===== src/rtl/seq_detector_param.sv =====
// seq_detector_param: serial sequence detector with a runtime-loadable pattern.
//
// Compares the last PAT_W accepted bits of a serial stream against a pattern
// register.  Overlapping or non-overlapping matching is selected per bit, and
// matches are counted in a saturating counter.
//
// Optional feature: define SEQDET_MASK_EN to add the pat_mask input.  A mask
// bit of 1 makes the corresponding pattern bit a don't-care.
//
// Ports:
//   clock        system clock, all state updates on posedge
//   reset        synchronous active-high reset
//   I            serial data bit
//   in_valid     I is accepted only when high
//   pat_load     load pat_in (and pat_mask) as the new pattern, clears history
//   pat_in       new pattern, MSB is the first bit received
//   pat_mask     (SEQDET_MASK_EN only) don't-care mask loaded with pat_in
//   overlap_en   1 = overlapping matches, 0 = restart after each match
//   cnt_clr      clear match_count (wins over a same-cycle match)
//   F            one-cycle registered match pulse
//   match_count  saturating match count
//   armed        at least PAT_W bits have been accepted since the last restart
module seq_detector_param #(
    parameter int unsigned      PAT_W       = 5,
    parameter logic [PAT_W-1:0] DEFAULT_PAT = 5'b11001,
    parameter int unsigned      CNT_W       = 8
) (
    input  logic             clock,
    input  logic             reset,
    input  logic             I,
    input  logic             in_valid,
    input  logic             pat_load,
    input  logic [PAT_W-1:0] pat_in,
`ifdef SEQDET_MASK_EN
    input  logic [PAT_W-1:0] pat_mask,
`endif
    input  logic             overlap_en,
    input  logic             cnt_clr,
    output logic             F,
    output logic [CNT_W-1:0] match_count,
    output logic             armed
);

    localparam int unsigned FILL_W = $clog2(PAT_W + 1);
    localparam logic [FILL_W-1:0] FILL_LAST = FILL_W'(PAT_W - 1);

    typedef enum logic [1:0] {StEmpty, StFill, StArmed} state_e;

    state_e           state_q, state_d;
    // The oldest history bit is shifted out before it is ever compared, so
    // only the newest PAT_W-1 bits are stored.
    logic [PAT_W-2:0] history_q, history_d;
    logic [FILL_W-1:0] fill_q, fill_d;
    logic [PAT_W-1:0] pattern_q, pattern_d;
    logic [CNT_W-1:0] count_q, count_d;
    logic             f_q, f_d;
    logic [PAT_W-1:0] window;
    logic [PAT_W-1:0] care;
    logic             hit;

`ifdef SEQDET_MASK_EN
    logic [PAT_W-1:0] mask_q, mask_d;
    assign care = ~mask_q;
`else
    assign care = '1;
`endif

    assign window = {history_q, I};
    // A pattern load discards the same-cycle bit, so it can never complete a match.
    assign hit = in_valid && !pat_load && (fill_q >= FILL_LAST)
                 && (((window ^ pattern_q) & care) == '0);

    always_comb begin
        state_d   = state_q;
        history_d = history_q;
        fill_d    = fill_q;
        pattern_d = pattern_q;
        count_d   = count_q;
        f_d       = hit;
`ifdef SEQDET_MASK_EN
        mask_d    = mask_q;
`endif

        if (pat_load) begin
            pattern_d = pat_in;
`ifdef SEQDET_MASK_EN
            mask_d    = pat_mask;
`endif
            history_d = '0;
            fill_d    = '0;
            state_d   = StEmpty;
        end else if (in_valid) begin
            if (hit && !overlap_en) begin
                history_d = '0;
                fill_d    = '0;
                state_d   = StEmpty;
            end else begin
                history_d = window[PAT_W-2:0];
                unique case (state_q)
                    StEmpty: begin
                        fill_d  = fill_q + 1'b1;
                        state_d = StFill;
                    end
                    StFill: begin
                        fill_d  = fill_q + 1'b1;
                        state_d = (fill_q == FILL_LAST) ? StArmed : StFill;
                    end
                    StArmed: begin
                        fill_d  = fill_q;
                        state_d = StArmed;
                    end
                    default: begin
                        fill_d  = '0;
                        state_d = StEmpty;
                    end
                endcase
            end
        end

        if (cnt_clr) begin
            count_d = '0;
        end else if (hit && (count_q != '1)) begin
            count_d = count_q + 1'b1;
        end
    end

    always_ff @(posedge clock) begin
        if (reset) begin
            state_q   <= StEmpty;
            history_q <= '0;
            fill_q    <= '0;
            pattern_q <= DEFAULT_PAT;
            count_q   <= '0;
            f_q       <= 1'b0;
`ifdef SEQDET_MASK_EN
            mask_q    <= '0;
`endif
        end else begin
            state_q   <= state_d;
            history_q <= history_d;
            fill_q    <= fill_d;
            pattern_q <= pattern_d;
            count_q   <= count_d;
            f_q       <= f_d;
`ifdef SEQDET_MASK_EN
            mask_q    <= mask_d;
`endif
        end
    end

    assign F           = f_q;
    assign match_count = count_q;
    assign armed       = (state_q == StArmed);

endmodule


===== config.mk =====
export PLATFORM = sky130hd
export DESIGN_NAME = seq_detector_param
export DESIGN_NICKNAME = d
export VERILOG_FILES = /design/src/rtl/seq_detector_param.sv
export SDC_FILE = /design/constraint.sdc
export NUM_CORES = 1
export LEC_CHECK = 0
export BUFFER_PORTS_ARGS = -buffer_cell sky130_fd_sc_hd__buf_2
export CAP_MARGIN = 10
export CORE_AREA = 2 2 54 56
export DETAILED_ROUTE_END_ITERATION = 10
export DIE_AREA = 0 0 56 58
export PLACE_DENSITY = 0.73
export SLEW_MARGIN = 20
export SYNTH_ARGS = -nofsm -noshare
export SYNTH_HDL_FRONTEND = slang
export SYNTH_SLANG_ARGS = --single-unit

===== constraint.sdc =====
create_clock -name clock -period 1.7 [get_ports clock]
set_input_delay 0.51 -clock clock [delete_from_list [all_inputs] [get_ports clock]]
set_output_delay 0.51 -clock clock [all_outputs]
set_load 0.01 [all_outputs]

==> Yosys cells after proc, flatten, opt, wreduce, memory -nomap -nowiden <==
Cells that the tools add are included.
{ "word_totals": {"ff_bits": 23, "inputBits": 12, "word_cells": 34} }
{ "classes": {"n_addsub": 2, "order_cmp": 1, "eq_ne": 5, "muxes": 6, "bitwise": 1, "n_reduce_logical": 13} }
{ "op_table": {"columns": ["op", "count"], "rows": [
  ["adder 8 x 1 -> 8 bit, second input constant", 1],
  ["inequality test 8 bit, second input constant", 1],
  ["case mux 2 bit (3 select lines)", 1],
  ["case mux 3 bit (2 select lines)", 1],
  ["OR reduction 2 bit", 3],
  ["logical AND 1 bit", 5],
  ["zero test 5 bit", 1],
  ["bitwise XOR 5 bit", 1],
  ["2-to-1 mux 2 bit", 2],
  ["2-to-1 mux 4 bit", 1],
  ["adder 3 x 1 -> 3 bit, second input constant", 1],
  ["equality test 3 bit, second input constant", 1],
  ["greater-or-equal comparator 3 bit, second input constant", 1],
  ["2-to-1 mux 3 bit", 1],
  ["equality test 2 x 1 -> 1 bit, second input constant", 1],
  ["equality test 2 bit, second input constant", 1],
  ["zero test 1 bit", 2],
  ["zero test 2 bit", 1],
  ["inequality test 2 x 1 -> 1 bit, second input constant", 1],
  ["AND reduction 2 bit", 1]
]} }

==> Logic depth before layout (Yosys ltp) <==
Gate-level depths: netlist (run 1).
{ "logic_depth": {"depth_word": 7, "depth_mapped": 6, "mapped_depth_nobuf": 6} }

==> Least setup slack after synthesis (run 1) <==
No wires, ideal clock.
{ "synth_timing": {"kind": "input port to flip-flop", "startpoint": "input port in_valid", "endpoint": "register history_q[0]", "arrival_time_ns": 1.585, "slack_ns": -0.013, "stages": 6, "cell_sequence": "buf_4 and3b_1 nand2_2 or4b_4 nand3_1 a21oi_1"} }
{ "synth_via": {"elab_chain_len": 5} }
{ "synth_rtl": {"columns": ["item", "line_no", "text"], "rows": [
  ["start: declaration", "31", "input logic in_valid,"],
  ["logical AND 1 bit (2 in a row)", "70", "assign hit = in_valid && !pat_load && (fill_q >= FILL_LAST)"],
  ["logical AND 1 bit", "71", "&& (((window ^ pattern_q) & care) == '0);"],
  ["logical AND 1 bit", "93", "if (hit && !overlap_en) begin"],
  ["2-to-1 mux 4 bit", "93", null],
  ["end signal: assignment", "140", "history_q <= history_d;"],
  ["end: declaration", "52", "logic [PAT_W-2:0] history_q, history_d;"]
]} }
Several ways; a longest one is shown, not always the timed one.
A chain may end at the register's enable or synchronous reset.

==> Final worst setup path (run 1) <==
{ "layout_timing": {"startpoint": "register state_q[0]", "endpoint": "output port armed"} }
{ "layout_via": {"elab_chain_len": 1} }
{ "layout_rtl": {"columns": ["item", "line_no", "text"], "rows": [
  ["start: declaration", "49", "state_e state_q, state_d;"],
  ["start signal: assignment", "129", "state_q <= StEmpty;"],
  ["start signal: assignment", "139", "state_q <= state_d;"],
  ["equality test 2 bit", "153", "assign armed = (state_q == StArmed);"],
  ["end: declaration", "41", "output logic armed"]
]} }
No other way between the ends.

==> out/metrics.cfg, run 1 <==
[status]
status = complete, no violations

[floorplanning]
core_area_um2 = 2660
ios = 22
start_util = 0.435
num_rows = 19
dieHeight_um = 58
dieArea_um2 = 3250
die_x_um = 56

[synth]
synth_common_cells = dfxtp_1, nor3_1, nand3_1
ys.flop_type = dfxtp_1
synth_area_um2 = 1160
avgSynthCellArea_um2 = 9.73
ys_ff_latch = 23
yosysWarnings = 0
yosysMostFrequentCell = dfxtp_1
synthArstFlopShare = 0
synth.area.top_cells = dfxtp_1, nor3_1, xnor2_2
netlist-cell-type-count = 40
yosysSeqAreaShare = 0.398
synth_top_area_share = 0.398
synth_top_cell_by_area = dfxtp_1
synth-edff-count = 0
syn_nets = 134
synthCells = 119

[critical_path]
regToRegEndpoint = fill_q[0]
path_class = flip-flop to output port
required_ns = 1.19
r2r_start = history_q[0]
worstSetupStartpointType = flip-flop
crit_start = state_q[0]
crit_family = flip-flops
crit_arrival_ns = 1.10
rrSetupSlack_ns = 0.10
crit_path_end_kind = output port
worstSetupEndpoint = armed
cpMaxStageDelayCell = dfxtp_1
path_depth = 3
worstPathMaxFanout = 5
reg2reg_depth = 5
crit_buf_inv = 2
path_cells = nand2b_1 > inv_1 > buf_2
slowest_delay_ns = 0.41

[cells_and_area]
drive_above_1_share = 0.368
fin_area_um2 = 1420
fin_nets = 168
n_antenna_cell = 0
area_growth_pct = 22.4

[cts]
cts.path.max_buffers = 2
clock_sinks = 23
cts_tree = done
htree_levels = 1
cts_root_buffer = clkbuf_4
cts_buffers = 3
cts.reportedPaths.clkPinSlew_ns = 0.13
clk_latency_ns = 0.32

[routing]
vias_per_cell = 5.51
vias = 1008
wire_per_inst_um = 14.2
ant_nets = 0
wirelength_um = 2600
drc = 0
first_pass_iters = 4
drt_iter0_markers = 17

[global_routing]
antenna_found_initial = 0
grt_pass1_wl_um = 4410
grt_usage = 0.172
grt_remaining_overflow = 0
grt_max_degree = 14
grt_pass1_vias = 1000

[power]
p_per_area_nw_per_um2 = 653
peakVddDrop_uv = 490
p_leak_nw = 0.553

[timing]
fin_tns_setup_ns = 0
maxSlewViolCount = 0
finalCritPeriodShare = 0.949
fin_skew_ns = 0.00553
max_slew.worst_pin.slew_ns = 0.338
maxSlewHeadroom = 0.773
whs_ns = 0.389
min_period_ns = 1.61
rsz0062_at_grt = no
hold_viol = 0
finalSetupViolations = 0
clock.fmax_mhz = 620

[placement]
placedInstanceArea_um2 = 1370
numPortBuffers = 21
dp_hpwl_um = 1930
place_congestion = 0.818

[job]
maxCapViolCount = 0

[worst_hold_path]
hold_path_class = input port to flip-flop

[placed cells by master, fill, tap and decap left out, types with 2 or more instances in the layout]
master | netlist | final
inv_1 | 5 | 5
nor2b_1 | 3 | 3
buf_2 | 1 | 21
a211o_1 | 3 | 3
nor3_1 | 13 | 12
xnor2_2 | 4 | 4
a21oi_1 | 5 | 5
dfxtp_1 | 23 | 22
clkbuf_4 | 0 | 3
xnor2_1 | 7 | 7
nand3_1 | 8 | 7
buf_4 | 1 | 13
ha_1 | 3 | 3
nor3_2 | 1 | 2
nand4_1 | 2 | 2
mux2i_1 | 3 | 3
nor2_1 | 5 | 4
nand2_1 | 7 | 7
o22ai_1 | 2 | 2
[worst min path at each step]
stage,from,to,slack [ns],cells past startpoint
3_3_place_gp,fill_q[1],fill_q[1],0.49,1
6_report,pat_in[4],pattern_q[4],0.39,2
4_1_cts,pat_in[0],pattern_q[0],0.38,2
2_1_floorplan,fill_q[1],fill_q[1],0.47,1
3_5_place_dp,fill_q[1],fill_q[1],0.50,1
5_1_grt,pat_in[3],pattern_q[3],0.37,2
[logic make-up (layout without fill, tap and decap cells)]
logic type,count (synthesis),count (layout),share of synthesized area
DFF,23,23,0.398
xor gates and xnor gates,11,11,0.109
adders and majority gates,3,3,0.0324
muxes,4,4,0.0389
and+or+nand+nor,51,51,0.265
AOI/OAI and AO/OA,17,17,0.120
buffers and inverters,10,43,0.0368
[per-stage QoR]
| step | utilization | total power (W) | setup slack [ns] | instances |
|---|---|---|---|---|
| floorplan | - | 0.000640 | -0.000156 | 119 |
| global placement | 0.516 | 0.000673 | -0.0878 | 178 |
| detailed placement | 0.516 | 0.000678 | -0.166 | 178 |
| CTS | 0.526 | 0.000931 | 0.0718 | 182 |
| global route | 0.532 | 0.000975 | 0.000750 | 183 |
| finish | 0.532 | 0.000925 | 0.0875 | 183 |
[worst reg2reg max path, cell delays in order (launching register included)]
cell     delay (ns)
dfxtp_1        0.38
xnor2_2        0.23
nand4_4        0.15
o31ai_4        0.34
o22ai_2        0.14
mux2_4         0.27
[flip-flops by register name, indices dropped and copies added (netlist names)]
| signal | cells |
|---|---|
| state_q | 2 |
| fill_q | 3 |
| match_count | 8 |
| F | 1 |
| pattern_q | 5 |
| history_q | 4 |
[cell type report]
class	count	area, um^2
clock buffer	3	22.5
clock inverter	1	5.00
fill	246	1250
inverter	5	18.8
multi-input combinational	86	667
sequential	23	462
tap	31	38.8
timing repair buffer	34	203
[where the power goes]
| part | switching (W) | leakage, nW | internal (W) |
|---|---|---|---|
| logic | 0.0000538 | 0.348 | 0.0000512 |
| registers | 0.0000113 | 0.187 | 0.000551 |
| clock network | 0.000169 | 0.0177 | 0.0000884 |
[per-layer routing]
| layer | part of all wire | vias to the layer above | global-route usage |
|---|---|---|---|
| li1 | - | 496 | - |
| met5 | 0 | - | 0 |
| met1 | 0.42 | 470 | 0.201 |
| met4 | 0.022 | 0 | 0.0714 |
| met2 | 0.50 | 34 | 0.294 |
| met3 | 0.058 | 8 | 0.0558 |
[repair_timing]
item | CTS | global route
hold endpoints to repair | 0 | 0
hold buffers | 0 | 0
gates resized for setup | 0 | 3
endpoints found under the setup margin | 0 | 9
setup buffers | 0 | 1
Power figures use the tool's default switching activity.
==> run 2: changes to the inputs <==
Settings changed: PLACE_DENSITY 0.73 to 0.7, RECOVER_POWER set to 100.
Clock period 1.7 ns to 1.8 ns, I/O delays scaled along.
==> out/metrics.cfg, run 2 (synthesis gave the netlist of run 1 again) <==
[timing]
hold_viol = 0  ; unchanged
min_period_ns = 1.67
whs_ns = 0.421  ; +0.0323 ns
clock.fmax_mhz = 598
maxSlewHeadroom = 0.677  ; -0.0958
fin_tns_setup_ns = 0  ; unchanged
setup_ws_ns = 0.129  ; +0.0416 ns
rsz0062_at_grt = no
maxSlewViolCount = 0  ; unchanged
finalSetupViolations = 0  ; unchanged
max_slew.worst_pin.slew_ns = 0.484  ; +0.147 ns
fin_skew_ns = 0.0112  ; +0.00566 ns
finalCritPeriodShare = 0.928

[global_routing]
antenna_found_initial = 0  ; unchanged
grt_usage = 0.155  ; -0.0172
grt_pass1_vias = 911  ; -8.9%
grt_remaining_overflow = 0  ; unchanged
grt_pass1_wl_um = 4010  ; -9.1%
grt_max_degree = 14  ; unchanged

[critical_path]
required_ns = 2.02  ; +0.83 ns
crit_arrival_ns = 1.89  ; +0.79 ns
r2r_start = fill_q[2]
path_class = flip-flop to flip-flop
crit_path_end_kind = flip-flop
crit_start = fill_q[2]
worstSetupStartpointType = flip-flop
worstPathMaxFanout = 6  ; +1

[placement]
numPortBuffers = 21  ; unchanged
dp.cells = 171  ; -3.9%
place_congestion = 0.811  ; -0.90%
dp_worst_setup_slack_ns = -0.0471  ; +0.119 ns
dp_hpwl_um = 1770  ; -8.6%

[power]
p_comb_frac = 0.107  ; -0.007
p_clk_frac = 0.277  ; -0.002
intPower_w = 0.000648  ; -6.1%
switching_share = 0.249  ; -0.00505
report.power.total_w = 0.000862  ; -6.8%
power_switching_w = 0.000214  ; -8.6%
p_leak_nw = 0.464  ; -16%
p_per_area_nw_per_um2 = 648  ; -0.73%
peakVddDrop_uv = 430  ; -12%
p_seq_frac = 0.616  ; +0.008

[cells_and_area]
fin_nets = 161  ; -4.2%
ff_latch_area_um2 = 460  ; -0.27%
largest_reg_flops = 8  ; unchanged
final_cells = 176  ; -3.8%
drive_above_1_share = 0.221  ; -0.148
area_growth_pct = 14.9
multi_input_area_um2 = 652  ; -2.3%
mostFrequentLayoutCell = dfxtp_1
layout_common_cells = dfxtp_1, nor3_1, clkbuf_1
n_antenna_cell = 0  ; unchanged
filler_cell_count = 279  ; +13%

[job]
maxCapViolCount = 0  ; unchanged

[cts]
clock_sinks = 23  ; unchanged
htree_levels = 1  ; unchanged
cts_root_buffer = clkbuf_4
cts_buffers = 3  ; unchanged
cts.path.max_buffers = 2  ; unchanged
ctsHoldBuffers = 0  ; unchanged
clk_latency_ns = 0.31  ; about the same
cts.reportedPaths.clkPinSlew_ns = 0.13  ; about the same
cts_tree = done

[routing]
ant_nets = 0  ; unchanged
drt_iter0_markers = 24  ; +7
vias_per_cell = 5.42  ; -1.6%
wire_per_inst_um = 13.2  ; -7.4%
drc = 0  ; unchanged
top_layer = met4
first_pass_iters = 4  ; unchanged
met1_length_um = 1020  ; -7.4%
vias = 954  ; -5.4%
wirelength_um = 2320  ; -11%
met2_length_um = 1120  ; -13%
met3_length_um = 93  ; -38%

[floorplanning]
ios = 22  ; unchanged
num_rows = 19  ; unchanged
dieHeight_um = 58  ; unchanged
die_x_um = 56  ; unchanged
core_area_um2 = 2660  ; unchanged
dieArea_um2 = 3250  ; unchanged
start_util = 0.435  ; unchanged

[worst_hold_path]
hold_path_class = input port to flip-flop
worstHoldStart = pat_in[0]

[status]
status = complete, no violations

[run 2: power by group through the flow]
stage	logic, W	clock network, W	registers, W
4_1_cts	0.0000953	0.000248	0.000531
3_3_place_gp	0.0000916	0	0.000541
6_report	0.0000924	0.000239	0.000531
5_1_grt	0.000102	0.000267	0.000533
3_5_place_dp	0.0000952	0	0.000543
2_1_floorplan	0.0000633	0	0.000540
[run 2: what timing repair did]
action | in CTS | in global routing
endpoints found under the setup margin | 0 | 6
buffers inserted | 0 | 1
resized for setup | 0 | 1
[run 2: layer usage]
| metal | global-route usage | vias to the layer above |
|---|---|---|
| met3 | 0.0246 | 8 |
| met4 | 0.0918 | 0 |
| li1 | - | 479 |
| met1 | 0.189 | 440 |
| met2 | 0.261 | 27 |
| met5 | 0 | - |
[run 2: area by class of cell]
| type | instances | share of cell area |
|---|---|---|
| Tap cell | 31 | 0.0292 |
| Timing Repair Buffer | 27 | 0.0997 |
| Clock inverter | 1 | 0.00376 |
| Multi-Input combinational cell | 86 | 0.490 |
| Inverter | 5 | 0.0141 |
| Sequential cell | 23 | 0.346 |
| Clock buffer | 3 | 0.0169 |
[run 2: path summary, 6_finish.rpt]
kind	cells after the start	to	slack [ns]
setup / recovery	5	fill_q[0]	0.13
hold reg to reg	2	history_q[3]	0.52
setup reg to reg	5	fill_q[0]	0.13
hold / removal	2	pattern_q[0]	0.42
[run 2: through the flow]
step | util | instance area [um^2]
floorplan | - | 1160
global placement | 0.494 | 1320
detailed placement | 0.494 | 1320
CTS | 0.504 | 1340
global route | 0.500 | 1330
finish | 0.500 | 1330
[run 2: worst max-delay path: stages (launching register included)]
cell     delay [ns]
dfxtp_1        0.43
and3b_1        0.22
nand2_1        0.16
o31ai_4        0.35
o22ai_2        0.15
mux2_4         0.27
==> run 3: changes to the inputs <==
--- a/constraint.sdc
+++ b/constraint.sdc
@@ -3,2 +3,2 @@
 set_output_delay 0.54 -clock clock [all_outputs]
-set_load 0.01 [all_outputs]
+set_load 0.05 [all_outputs]
==> out/metrics.cfg, run 3 (synthesis gave the netlist of run 1 again) <==
[timing]
maxSlewHeadroom = 0.686  ; +0.00869
max_slew.worst_pin.slew_ns = 0.471  ; -0.0130 ns
finalSetupViolations = 0  ; unchanged
finalCritPeriodShare = 0.960  ; +0.0315
setup_ws_ns = 0.0724  ; -0.0566 ns
fin_skew_ns = 0.0103  ; -0.000901 ns
min_period_ns = 1.73  ; +0.0566 ns
maxSlewViolCount = 0  ; unchanged
hold_viol = 0  ; unchanged
fin_tns_setup_ns = 0  ; unchanged
rsz0062_at_grt = yes
clock.fmax_mhz = 579  ; -3.3%

[critical_path]
path_class = flip-flop to output port
crit_arrival_ns = 1.19  ; -0.70 ns
worstPathMaxFanout = 5  ; -1
cpMaxStageDelayCell = dfxtp_1
slowest_delay_ns = 0.36  ; -0.07 ns
crit_buf_inv = 2  ; +2
path_cells = nand2b_1 > inv_1 > buf_2
required_ns = 1.26  ; -0.76 ns
worstSetupStartpointType = flip-flop
crit_family = flip-flops
crit_path_end_kind = output port

[cells_and_area]
final_cells = 176  ; unchanged
area_growth_pct = 18.2
mostFrequentLayoutCell = buf_2
fin_nets = 161  ; unchanged
layout_common_cells = buf_2, dfxtp_1, nor3_1
drive_above_1_share = 0.331  ; +0.110
fin_area_um2 = 1370  ; +2.8%
largest_reg_flops = 8  ; unchanged
n_antenna_cell = 0  ; unchanged

[power]
p_seq_frac = 0.603  ; -0.013
p_leak_nw = 0.528  ; +14%
switching_share = 0.260  ; +0.0116
p_comb_frac = 0.109  ; +0.002
p_clk_frac = 0.287  ; +0.010
intPower_w = 0.000651  ; +0.55%
p_per_area_nw_per_um2 = 644  ; -0.68%
report.power.total_w = 0.000880  ; +2.1%
power_switching_w = 0.000229  ; +6.9%
peakVddDrop_uv = 467  ; +8.5%

[cts]
ctsHoldBuffers = 0  ; unchanged
cts_buffers = 3  ; unchanged
htree_levels = 1  ; unchanged
cts.path.max_buffers = 2  ; unchanged
clock_sinks = 23  ; unchanged
cts_root_buffer = clkbuf_4
clk_latency_ns = 0.32  ; about the same
cts.reportedPaths.clkPinSlew_ns = 0.14  ; about the same
cts_tree = done

[placement]
place_congestion = 0.773  ; -4.6%
numPortBuffers = 21  ; unchanged
dp_worst_setup_slack_ns = -0.0831  ; -0.0360 ns
placedInstanceArea_um2 = 1320  ; +0.19%
dp_hpwl_um = 1810  ; +2.5%
dp.cells = 171  ; unchanged

[routing]
wire_per_inst_um = 14.0  ; +6.0%
vias = 958  ; +0.42%
ant_nets = 0  ; unchanged
wirelength_um = 2460  ; +6.0%
vias_per_cell = 5.44  ; +0.42%
drc = 0  ; unchanged
drt_iter0_markers = 29  ; +21%
first_pass_iters = 4  ; unchanged

[global_routing]
grt_pass1_vias = 904  ; -0.77%
top_usage_layer = met2
grt_remaining_overflow = 0  ; unchanged
grt_usage = 0.155  ; -0.000472
antenna_found_initial = 0  ; unchanged
grt_pass1_wl_um = 3950  ; -1.4%
grtUsageMet3 = 0.0246  ; unchanged
grt_max_degree = 15  ; +1
grt_use_met1 = 0.184  ; -0.00557
use_met2 = 0.281  ; +0.0202

[floorplanning]
start_util = 0.435  ; unchanged
dieHeight_um = 58  ; unchanged
die_x_um = 56  ; unchanged
num_rows = 19  ; unchanged
dieArea_um2 = 3250  ; unchanged
ios = 22  ; unchanged
core_area_um2 = 2660  ; unchanged

[worst_hold_path]
hold_path_class = input port to flip-flop

[job]
maxCapViolCount = 0  ; unchanged

[status]
status = complete, no violations

## run 3: cell count changes in the layout (fill, tap and decap cells not counted), moves of 3 or more
cell,previous run,this run
buf_2,10,21
clkbuf_1,12,1
dfxtp_1,23,20
dfxtp_2,0,3
## run 3: metal layers
| metal | up-vias | wire [um] |
|---|---|---|
| met5 | - | 0 |
| met4 | 0 | 17 |
| met3 | 2 | 94 |
| met2 | 20 | 1270 |
| met1 | 456 | 1080 |
| li1 | 480 | - |
## run 3: repair_timing
item                       4_1_cts  5_1_grt
gates resized for setup          0        3
setup endpoints to repair        0        7
buffers inserted                 0        1
hold endpoints to repair         0        0
## run 3: final cells by class
cell class,instances,area (um^2)
fill,259,1290
multi-input combinational,86,669
tap,31,38.8
clock buffer,3,22.5
sequential,23,464
timing repair buffer,27,146
inverter,5,18.8
clock inverter,1,7.51
## run 3: path summary, 6_finish.rpt
path	from	to	slack [ns]	depth (start not counted)
setup / recovery	state_q[0]	armed	0.07	3
hold / removal	pat_in[0]	pattern_q[0]	0.41	2
setup reg to reg	history_q[0]	fill_q[0]	0.10	5
hold reg to reg	history_q[3]	history_q[3]	0.50	2
## run 3: per-stage QoR
| step | hold slack, ns | utilization |
|---|---|---|
| 3_3_place_gp | 0.489 | 0.495 |
| 3_5_place_dp | 0.490 | 0.495 |
| 5_1_grt | 0.405 | 0.514 |
| 6_report | 0.411 | 0.514 |
| 2_1_floorplan | 0.475 | - |
| 4_1_cts | 0.403 | 0.506 |
## run 3: power groups by stage
| stage | clock network [W] | logic (W) | registers [W] |
|---|---|---|---|
| finish | 0.000253 | 0.0000963 | 0.000531 |
| global route | 0.000282 | 0.000104 | 0.000533 |
| CTS | 0.000263 | 0.0000964 | 0.000531 |
| detailed placement | 0 | 0.0000963 | 0.000542 |
| global placement | 0 | 0.0000932 | 0.000541 |
| floorplan | 0 | 0.0000633 | 0.000540 |
